### config.mk
export PLATFORM = sky130hd
export DESIGN_NAME = btn_debounce_sched
export DESIGN_NICKNAME = d
export VERILOG_FILES = /design/src/rtl/btn_pkg.sv /design/src/rtl/btn_debounce_sched_sync.sv /design/src/rtl/btn_debounce_sched.sv
export SDC_FILE = /design/constraint.sdc
export NUM_CORES = 1
export LEC_CHECK = 0
export ABC_AREA = 1
export ABC_CLOCK_PERIOD_IN_PS = 1400
export CORE_MARGIN = 2
export CORE_UTILIZATION = 50
export CTS_BUF_LIST = sky130_fd_sc_hd__clkbuf_16
export DETAILED_ROUTE_END_ITERATION = 10
export PLACE_DENSITY_LB_ADDON = 0.25
export RECOVER_POWER = 25
export SYNTH_ARGS = -nofsm -noshare
export SYNTH_HDL_FRONTEND = slang
export SYNTH_SLANG_ARGS = --single-unit
### constraint.sdc
create_clock -name clk -period 1.4 [get_ports clk]
set_input_delay 0.21 -clock clk [delete_from_list [all_inputs] [get_ports clk]]
set_output_delay 0.21 -clock clk [all_outputs]
set_load 0.01 [all_outputs]
### src/rtl/btn_pkg.sv
// Shared types and helpers for the shared-timer button debouncer.
// Optional event latch is enabled by defining BTN_EVENT_LATCH_EN.
package btn_pkg;

    typedef enum logic {
        IDLE  = 1'b0,
        COUNT = 1'b1
    } state_t;

    localparam int DEFAULT_DEBOUNCE_CYCLES = 1000;

    function automatic int clog2(input int value);
        int r;
        r = 0;
        while ((1 << r) < value) r++;
        return r;
    endfunction

endpackage

### src/rtl/btn_debounce_sched_sync.sv
// Parameterised-width two-flop synchroniser for asynchronous inputs.
module btn_sync #(
    parameter int WIDTH = 1
) (
    input  logic             clk,
    input  logic             rst_n,
    input  logic [WIDTH-1:0] din,
    output logic [WIDTH-1:0] dout
);

    logic [WIDTH-1:0] meta;

    always_ff @(posedge clk or negedge rst_n) begin
        if (!rst_n) begin
            meta <= '0;
            dout <= '0;
        end else begin
            meta <= din;
            dout <= meta;
        end
    end

endmodule

### src/rtl/btn_debounce_sched.sv
// N-button debouncer sharing one timer through a round-robin arbiter.
// Define BTN_EVENT_LATCH_EN to add evt_ack/evt_pending press latches.
module btn_debounce_sched
    import btn_pkg::*;
#(
    parameter  int N_BTN           = 4,
    parameter  int DEBOUNCE_CYCLES = DEFAULT_DEBOUNCE_CYCLES,
    localparam int CNT_W           = clog2(DEBOUNCE_CYCLES),
    localparam int IDX_W           = (N_BTN > 1) ? clog2(N_BTN) : 1
) (
    input  logic             clk,
    input  logic             rst_n,
    input  logic [N_BTN-1:0] btn_raw,
    output logic [N_BTN-1:0] btn_stable,
    output logic [N_BTN-1:0] btn_press,
    output logic [N_BTN-1:0] btn_release,
    output logic             busy,
    output logic [IDX_W-1:0] grant_idx
`ifdef BTN_EVENT_LATCH_EN
    ,
    input  logic [N_BTN-1:0] evt_ack,
    output logic [N_BTN-1:0] evt_pending
`endif
);

    state_t           state, state_n;
    logic [CNT_W-1:0] cnt, cnt_n;
    logic [IDX_W-1:0] ptr, ptr_n;
    logic [IDX_W-1:0] grant_n;
    logic [IDX_W-1:0] cand;
    logic             found;
    logic [N_BTN-1:0] sync;
    logic [N_BTN-1:0] mismatch;
    logic [N_BTN-1:0] stable_n;
    logic [N_BTN-1:0] press_n;
    logic [N_BTN-1:0] release_n;

    btn_sync #(
        .WIDTH (N_BTN)
    ) u_sync (
        .clk   (clk),
        .rst_n (rst_n),
        .din   (btn_raw),
        .dout  (sync)
    );

    assign mismatch = sync ^ btn_stable;
    assign busy     = (state == COUNT);

    // Round-robin scan starting just after the last served button.
    always_comb begin
        found = 1'b0;
        cand  = '0;
        for (int k = 1; k <= N_BTN; k++) begin
            int j;
            j = int'(ptr) + k;
            if (j >= N_BTN) j = j - N_BTN;
            if (!found && mismatch[j]) begin
                found = 1'b1;
                cand  = IDX_W'(j);
            end
        end
    end

    always_comb begin
        state_n   = state;
        cnt_n     = cnt;
        ptr_n     = ptr;
        grant_n   = grant_idx;
        stable_n  = btn_stable;
        press_n   = '0;
        release_n = '0;
        case (state)
            IDLE: begin
                if (found) begin
                    grant_n = cand;
                    cnt_n   = '0;
                    state_n = COUNT;
                end
            end
            COUNT: begin
                if (sync[grant_idx] == btn_stable[grant_idx]) begin
                    ptr_n   = grant_idx;
                    state_n = IDLE;
                end else if (cnt == CNT_W'(DEBOUNCE_CYCLES - 1)) begin
                    stable_n[grant_idx]  = sync[grant_idx];
                    press_n[grant_idx]   = sync[grant_idx];
                    release_n[grant_idx] = ~sync[grant_idx];
                    ptr_n                = grant_idx;
                    state_n              = IDLE;
                end else begin
                    cnt_n = cnt + 1'b1;
                end
            end
            default: state_n = IDLE;
        endcase
    end

    always_ff @(posedge clk or negedge rst_n) begin
        if (!rst_n) begin
            state       <= IDLE;
            cnt         <= '0;
            ptr         <= IDX_W'(N_BTN - 1);
            grant_idx   <= '0;
            btn_stable  <= '0;
            btn_press   <= '0;
            btn_release <= '0;
        end else begin
            state       <= state_n;
            cnt         <= cnt_n;
            ptr         <= ptr_n;
            grant_idx   <= grant_n;
            btn_stable  <= stable_n;
            btn_press   <= press_n;
            btn_release <= release_n;
        end
    end

`ifdef BTN_EVENT_LATCH_EN
    // A press arriving with an ack keeps the latch set.
    always_ff @(posedge clk or negedge rst_n) begin
        if (!rst_n) begin
            evt_pending <= '0;
        end else begin
            evt_pending <= (evt_pending & ~evt_ack) | btn_press;
        end
    end
`endif

endmodule

==> results of run 1 <==
worst register-to-register path: stages (launching register included):
cell,delay (ps)
dfstp_2,600
clkinv_4,140
nand2_4,90
nand2_4,70
inv_4,80
nand3_2,70
nand2_2,90
nand4_1,170
nand2_4,180
buf_6,130
nand2_2,50
nor2_1,90
sequential cells by signal, indices dropped and copies added, names as in the netlist:
| signal | cells |
|---|---|
| btn_press | 4 |
| btn_release | 4 |
| btn_stable | 4 |
| busy | 1 |
| cnt | 10 |
| grant_idx | 2 |
| ptr | 2 |
| u_sync.dout | 4 |
| u_sync.meta | 4 |
logic make-up after synthesis:
logic type                 count (synthesis)
and+or+nand+nor                          165
buffers and inverters                     42
DFF                                       35
AOI/OAI and AO/OA                         16
xor gates and xnor gates                   1
adders and majority gates                  1
power by group through the flow:
stage                     sequential (W)  clock (W)  combinational (W)
final                            0.00131    0.00123            0.00369
after detailed placement         0.00133          0            0.00255
after CTS                        0.00131    0.00124            0.00300
after global routing             0.00131    0.00130            0.00391
after global placement           0.00133          0            0.00248
after floorplan                  0.00128          0            0.00149
per-stage QoR:
step / power (W) / setup TNS, ps / util (%) / hold WS, ps / std cells
6_report: 0.00623 / -7170 / 85.5 / 351 / 403
3_3_place_gp: 0.00381 / -7020 / 71.5 / 336 / 380
5_1_grt: 0.00652 / -9190 / 85.5 / 355 / 403
3_5_place_dp: 0.00388 / -8450 / 71.5 / 339 / 380
4_1_cts: 0.00555 / -6240 / 80.1 / 314 / 395
2_1_floorplan: 0.00277 / -2160 / - / -85.6 / 260
Yosys cell counts (all sizes together):
library cell	n	area share (%)
a21oi	6	2.5
a221oi	1	0.44
a22oi	1	0.38
and3	1	0.32
buf	4	1.9
dfrtp	33	42
dfstp	2	2.7
ha	1	0.63
inv	38	7.3
nand2	86	18
nand3	41	11
nand4	5	1.6
nor2	26	6.2
nor3	5	1.5
o21a	1	0.38
o21ai	7	2.0
or2	1	0.32
xor2	1	0.44
how the worst min path moves through the flow:
stage | start | endpoint | slack (ps)
after floorplan | rst_n | btn_press[0]$_DFF_PN0_ | -90
after global placement | u_sync.meta[0]$_DFF_PN0_ | u_sync.dout[0]$_DFF_PN0_ | 340
after detailed placement | u_sync.meta[0]$_DFF_PN0_ | u_sync.dout[0]$_DFF_PN0_ | 340
after CTS | rst_n | btn_press[2]$_DFF_PN0_ | 310
after global routing | u_sync.meta[0]$_DFF_PN0_ | u_sync.dout[0]$_DFF_PN0_ | 350
final | u_sync.meta[3]$_DFF_PN0_ | u_sync.dout[3]$_DFF_PN0_ | 350
repair_timing:
item | CTS | global route
setup buffers | 7 | 8
setup endpoints to repair | 34 | 29
pin swaps | 17 | 19
resized for setup | 39 | 36
hold endpoints to repair | 0 | 0
per-layer routing:
metal  wire [um]  track usage (%)
met5           0                0
met1        2560             34.4
met4         240             11.0
met3         396             6.42
met2        3450             53.3
area by class of cell:
cell class / count / area (um2)
Timing Repair Buffer: 91 / 769
Multi-Input combinational cell: 183 / 1170
Clock inverter: 3 / 38.8
Clock buffer: 5 / 125
Sequential cell: 35 / 881
Tap cell: 48 / 60.1
Inverter: 38 / 155
Fill cell: 198 / 543
==> flow_metrics.py, run 1 <==
metrics = {
    "detailed_routing": {
        "dr_total_vias": 2185,
        "drt-total-wl_um": 6640,
        "drc": 0,
        "avgViaCountPerCell": 5.42,
        "routedWlPerCell_um": 16.5,
        "detail_route.iter0.violations": 191,
        "detail-route-antenna-nets": 0,
        "first_pass_iters": 4,
    },
    "clock_network": {
        "cts_made_buffers": 5,
        "cts_root_buf": "clkbuf_16",
        "postCtsHoldBufs": 0,
        "clkLatencyLatePin_ps": 280,
        "cts_tree": "done",
        "cts.path.max_buffers": 2,
        "h-tree-depth": 2,
        "numClockSinks": 35,
        "clk_pin_slew_ps": 60,
    },
    "power_and_ir_drop": {
        "leakage_nw": 1.67,
        "seq_power_share_pct": 21.0,
        "p_switching_w": 0.00251,
        "vdd.ir_drop.worst_mv": 1.17,
        "pwr-share-clk_pct": 19.8,
        "combPwrFrac_pct": 59.2,
        "p_sw_share_pct": 40.3,
        "p_per_area_nw_per_um2": 1950,
        "internal-power_w": 0.00372,
    },
    "critical_path": {
        "crit_path_end": "cnt[5]$_DFFE_PN0P_",
        "path_delay_family": "simple AND/OR/NAND/NOR gates",
        "slowest_delay_ps": 600,
        "r2r_slack_ps": -420,
        "crit_fanout": 7,
        "crit_path_frequent_cell": "nand2_4",
        "crit_cells": 11,
        "reg2reg_to": "cnt[5]$_DFFE_PN0P_",
        "start_kind": "flip-flop",
        "crit_slowest_cell": "dfstp_2",
        "required_ps": 1610,
        "crit_type": "reg -> reg",
        "r2r-start": "ptr[0]$_DFFE_PN1P_",
        "rr_worst_depth": 11,
        "path_cells": "clkinv_4, nand2_4, nand2_4, inv_4, nand3_2, nand2_2, nand4_1, nand2_4, buf_6, nand2_2, nor2_1",
        "end_kind": "flip-flop",
        "cp_num_buf_inv": 3,
        "crit_start": "ptr[0]$_DFFE_PN1P_",
        "crit_arrival_ps": 2030,
    },
    "die": {
        "die_h_um": 66.9,
        "chipWidth_um": 66.9,
        "dieArea_um2": 4470,
        "core_um2": 3740,
        "start_util_pct": 52.8,
        "io_pins": 21,
        "rows": 22,
    },
    "global_routing": {
        "grt_antenna_before_repair": 0,
        "grt_overflow": 0,
        "grt_pass1_wl_um": 9740,
        "grt_pass1_vias": 2155,
        "grt_max_degree": 36,
        "grt_util_all_layers_pct": 29.6,
    },
    "cells_and_area": {
        "num-nets-final": 361,
        "mostFrequentLayoutCells": "buf_4 (61), nand2_1 (55), dfrtp_1 (31)",
        "final_area_um2": 3200,
        "final_common_cell": "buf_4",
        "n_antenna_cell": 0,
        "drive_above_1_share_pct": 45.4,
        "synthToLayoutAreaGrowth_pct": 62.0,
    },
    "timing": {
        "fin_crit_ps": 1820,
        "tightest_slew_ps": 880,
        "finalSetupViolCount": 27,
        "timing.max_slew.rel_slack_pct": 41.3,
        "rsz0062_at_grt": "yes",
        "setup_ws_ps": -420,
        "max_freq_mhz": 549,
        "finalCritPeriodShare_pct": 130,
        "slew_violations": 0,
        "final.setup_skew_ps": 3.68,
        "hold_viol": 0,
    },
    "flow_run": {
        "maxCapViolCount": 0,
    },
    "status": {
        "run_status": "finished with violations",
        "violations": "setup timing",
    },
    "yosys": {
        "synth_adder_area_share_pct": 0.633,
        "ys_seq_elements": 35,
        "synth_top_family_by_area": "simple AND/OR/NAND/NOR gates",
        "synthXorXnorAreaFrac_pct": 0.443,
        "synth_mux_area_share_pct": 0,
        "synth.avg_cell_area_um2": 7.60,
        "yosysWarnings": 0,
        "seq_area_frac_synth_pct": 44.5,
        "synthSimpleGateAreaFrac_pct": 39.6,
        "synthCells": 260,
        "syn_area_um2": 1980,
        "yosys.cell_types.count": 31,
        "postSynthNetCount": 267,
        "synth_compound_area_share_pct": 5.64,
    },
    "hold_path": {
        "holdPathStages": 0,
        "hp-class": "reg -> reg",
    },
    "place": {
        "pre_cts_ws_ps": -433,
        "numPortBuffers": 20,
        "postPlaceCellArea_um2": 2680,
        "routabilityCongestion": 0.837,
        "hpwl_um": 3650,
    },
}
No activity file was read; power rests on OpenSTA's default activity.
==> run 2, diff against run 1 <==
--- a/config.mk
+++ b/config.mk
@@ -7,9 +7,11 @@
 export LEC_CHECK = 0
 export ABC_AREA = 1
 export ABC_CLOCK_PERIOD_IN_PS = 1400
+export CORE_ASPECT_RATIO = 1.25
 export CORE_MARGIN = 2
 export CORE_UTILIZATION = 50
 export CTS_BUF_LIST = sky130_fd_sc_hd__clkbuf_16
+export CTS_CLUSTER_DIAMETER = 150
 export DETAILED_ROUTE_END_ITERATION = 10
 export PLACE_DENSITY_LB_ADDON = 0.25
 export RECOVER_POWER = 25
==> run 2 against run 1 <==
The flow still finishes with violations (setup timing); first-iteration DRC count decreased by 18%; die area about the same; maximum frequency increased by 2.6%; sequential power about the same; clock skew increased by 4.5 ps; clock-buffer cell count unchanged; cell count increased by 0.25%; worst setup slack improved by 47 ps; critical path type unchanged; largest power group unchanged; highest routed layer unchanged.
==> flow_metrics.py, run 2 (synthesis gave the netlist of run 1 again) <==
metrics = {
    "timing": {
        "setup_tns_ps": -7550,
        "finalSetupViolCount": 28,
        "setup_ws_ps": -374,
        "max_freq_mhz": 564,
        "finalCritPeriodShare_pct": 127,
        "timing.max_slew.rel_slack_pct": 42.5,
        "tightest_slew_ps": 863,
        "final.setup_skew_ps": 8.19,
        "hold_viol": 0,
        "rsz0062_at_grt": "yes",
        "slew_violations": 0,
        "fin_crit_ps": 1770,
    },
    "power_and_ir_drop": {
        "vdd.ir_drop.worst_mv": 1.21,
        "p_per_area_nw_per_um2": 1910,
        "leakage_nw": 1.66,
        "report.power.total_w": 0.00600,
    },
    "die": {
        "dieArea_um2": 4470,
        "chipWidth_um": 60.2,
        "io_pins": 21,
        "start_util_pct": 52.2,
        "rows": 25,
        "die_h_um": 74.3,
        "core_um2": 3780,
    },
    "place": {
        "postPlaceCellArea_um2": 2710,
        "pre_cts_ws_ps": -385,
        "numPortBuffers": 20,
        "hpwl_um": 3460,
        "routabilityCongestion": 0.864,
    },
    "cells_and_area": {
        "largest_register_ff_count": 10,
        "largest-register": "cnt",
        "multi_input_area_um2": 1120,
        "final_area_um2": 3150,
        "drive_above_1_share_pct": 43.1,
        "mostFrequentLayoutCells": "buf_4 (59), nand2_1 (58), dfrtp_1 (30)",
        "num-nets-final": 356,
        "nFillCells": 209,
        "final_common_cell": "buf_4",
        "seq_area_um2": 882,
        "n_antenna_cell": 0,
        "synthToLayoutAreaGrowth_pct": 59.4,
    },
    "critical_path": {
        "cp_num_buf_inv": 3,
        "path_cells": "buf_6, nor2_4, nand2_2, nand2_2, nor2_4, nand2_4, nand3_4, nor2_4, buf_12, buf_12, a21oi_4, nor2_2",
        "start_kind": "flip-flop",
        "slowest_delay_ps": 430,
        "crit_path_frequent_cell": "nor2_4",
        "crit_arrival_ps": 2000,
        "crit_slowest_cell": "dfrtp_2",
        "path_delay_family": "simple AND/OR/NAND/NOR gates",
        "crit_type": "reg -> reg",
        "r2r-start": "grant_idx[0]$_DFFE_PN0P_",
        "crit_fanout": 8,
        "crit_start": "grant_idx[0]$_DFFE_PN0P_",
        "required_ps": 1620,
        "end_kind": "flip-flop",
    },
    "global_routing": {
        "grt_util_all_layers_pct": 30.8,
        "grt_overflow": 0,
        "grt_pass1_wl_um": 9920,
        "grt_pass1_vias": 2176,
        "grt_max_degree": 36,
        "grt_antenna_before_repair": 0,
    },
    "clock_network": {
        "cts_tree": "done",
        "clk_pin_slew_ps": 60,
        "cts.path.max_buffers": 2,
        "cts_root_buf": "clkbuf_16",
        "h-tree-depth": 2,
        "cts_made_buffers": 5,
        "clkLatencyLatePin_ps": 290,
        "postCtsHoldBufs": 0,
        "numClockSinks": 35,
    },
    "status": {
        "violations": "setup timing",
        "run_status": "finished with violations",
    },
    "detailed_routing": {
        "detail_route.iter0.violations": 156,
        "avgViaCountPerCell": 5.26,
        "drt-total-wl_um": 6130,
        "dr_total_vias": 2126,
        "first_pass_iters": 6,
        "drc": 0,
        "routedWlPerCell_um": 15.2,
        "detail-route-antenna-nets": 0,
    },
    "flow_run": {
        "maxCapViolCount": 0,
    },
    "hold_path": {
        "hp-class": "reg -> reg",
        "min_from": "u_sync.meta[3]$_DFF_PN0_",
    },
}
## run 2: cell types whose count changed in the layout (fill, tap and decap cells not counted), sizes merged
cell         before  now
inv              37   38
clkinv            3    1
dlygate4sd2       5    4
clkinvlp          0    1
buf              70   66
## run 2: cell type report
type / instances / area share [%]
multi-input cells: 183 / 35.6
flip-flops and latches: 35 / 28.0
repair buffers: 86 / 23.6
inverters: 38 / 5.24
clock buffers: 5 / 3.97
well taps: 54 / 2.15
clock inverters: 3 / 1.47
## run 2: what timing repair did
action	CTS	global route
endpoints found under the setup margin	34	31
buffers inserted	11	0
resized for setup	48	15
endpoints found under the hold margin	0	0
pin swaps	26	8
## run 2: routing by layer
layer / vias to the layer above / share of wire [%] / track usage, % / wire, um
met2: 71 / 52 / 53.6 / 3160
met3: 36 / 4.0 / 6.43 / 244
met1: 1011 / 39 / 34.4 / 2410
li1: 1008 / - / - / -
met5: - / 0 / 0 / 0
met4: 0 / 5.1 / 17.0 / 312
## run 2: worst register-to-register path, cell delays in order (launching register included)
cell and delay, ps:
dfrtp_2 430, buf_6 150, nor2_4 140, nand2_2 100
nand2_2 100, nor2_4 50, nand2_4 80, nand3_4 80
nor2_4 170, buf_12 150, buf_12 120, a21oi_4 50
nor2_2 100
## run 2: report_power, final
group	total, W	internal (W)	switching [W]
clock	0.00129	0.000845	0.000442
combinational	0.00339	0.00157	0.00182
sequential	0.00132	0.00115	0.000175
total	0.00600	0.00357	0.00243
## run 2: final timing paths
check | endpoint | slack (ps) | cells past startpoint
worst max-delay path | cnt[4]$_DFFE_PN0P_ | -370 | 12
worst min register to register | u_sync.dout[3]$_DFF_PN0_ | 350 | 0
min in group asynchronous | btn_press[2]$_DFF_PN0_ | 580 | 2
max in group asynchronous | grant_idx[0]$_DFFE_PN0P_ | 220 | 2
worst max register to register | cnt[4]$_DFFE_PN0P_ | -370 | 12
worst min-delay path | u_sync.dout[3]$_DFF_PN0_ | 350 | 0
## run 2: through the flow
stage                     hold slack, ps  utilization [%]  std cells
final                                347             83.2        404
after global routing                 356             83.2        404
after CTS                            315             82.3        404
after detailed placement             335             71.7        385
after global placement               332             71.7        385
after floorplan                    -85.6                -        260
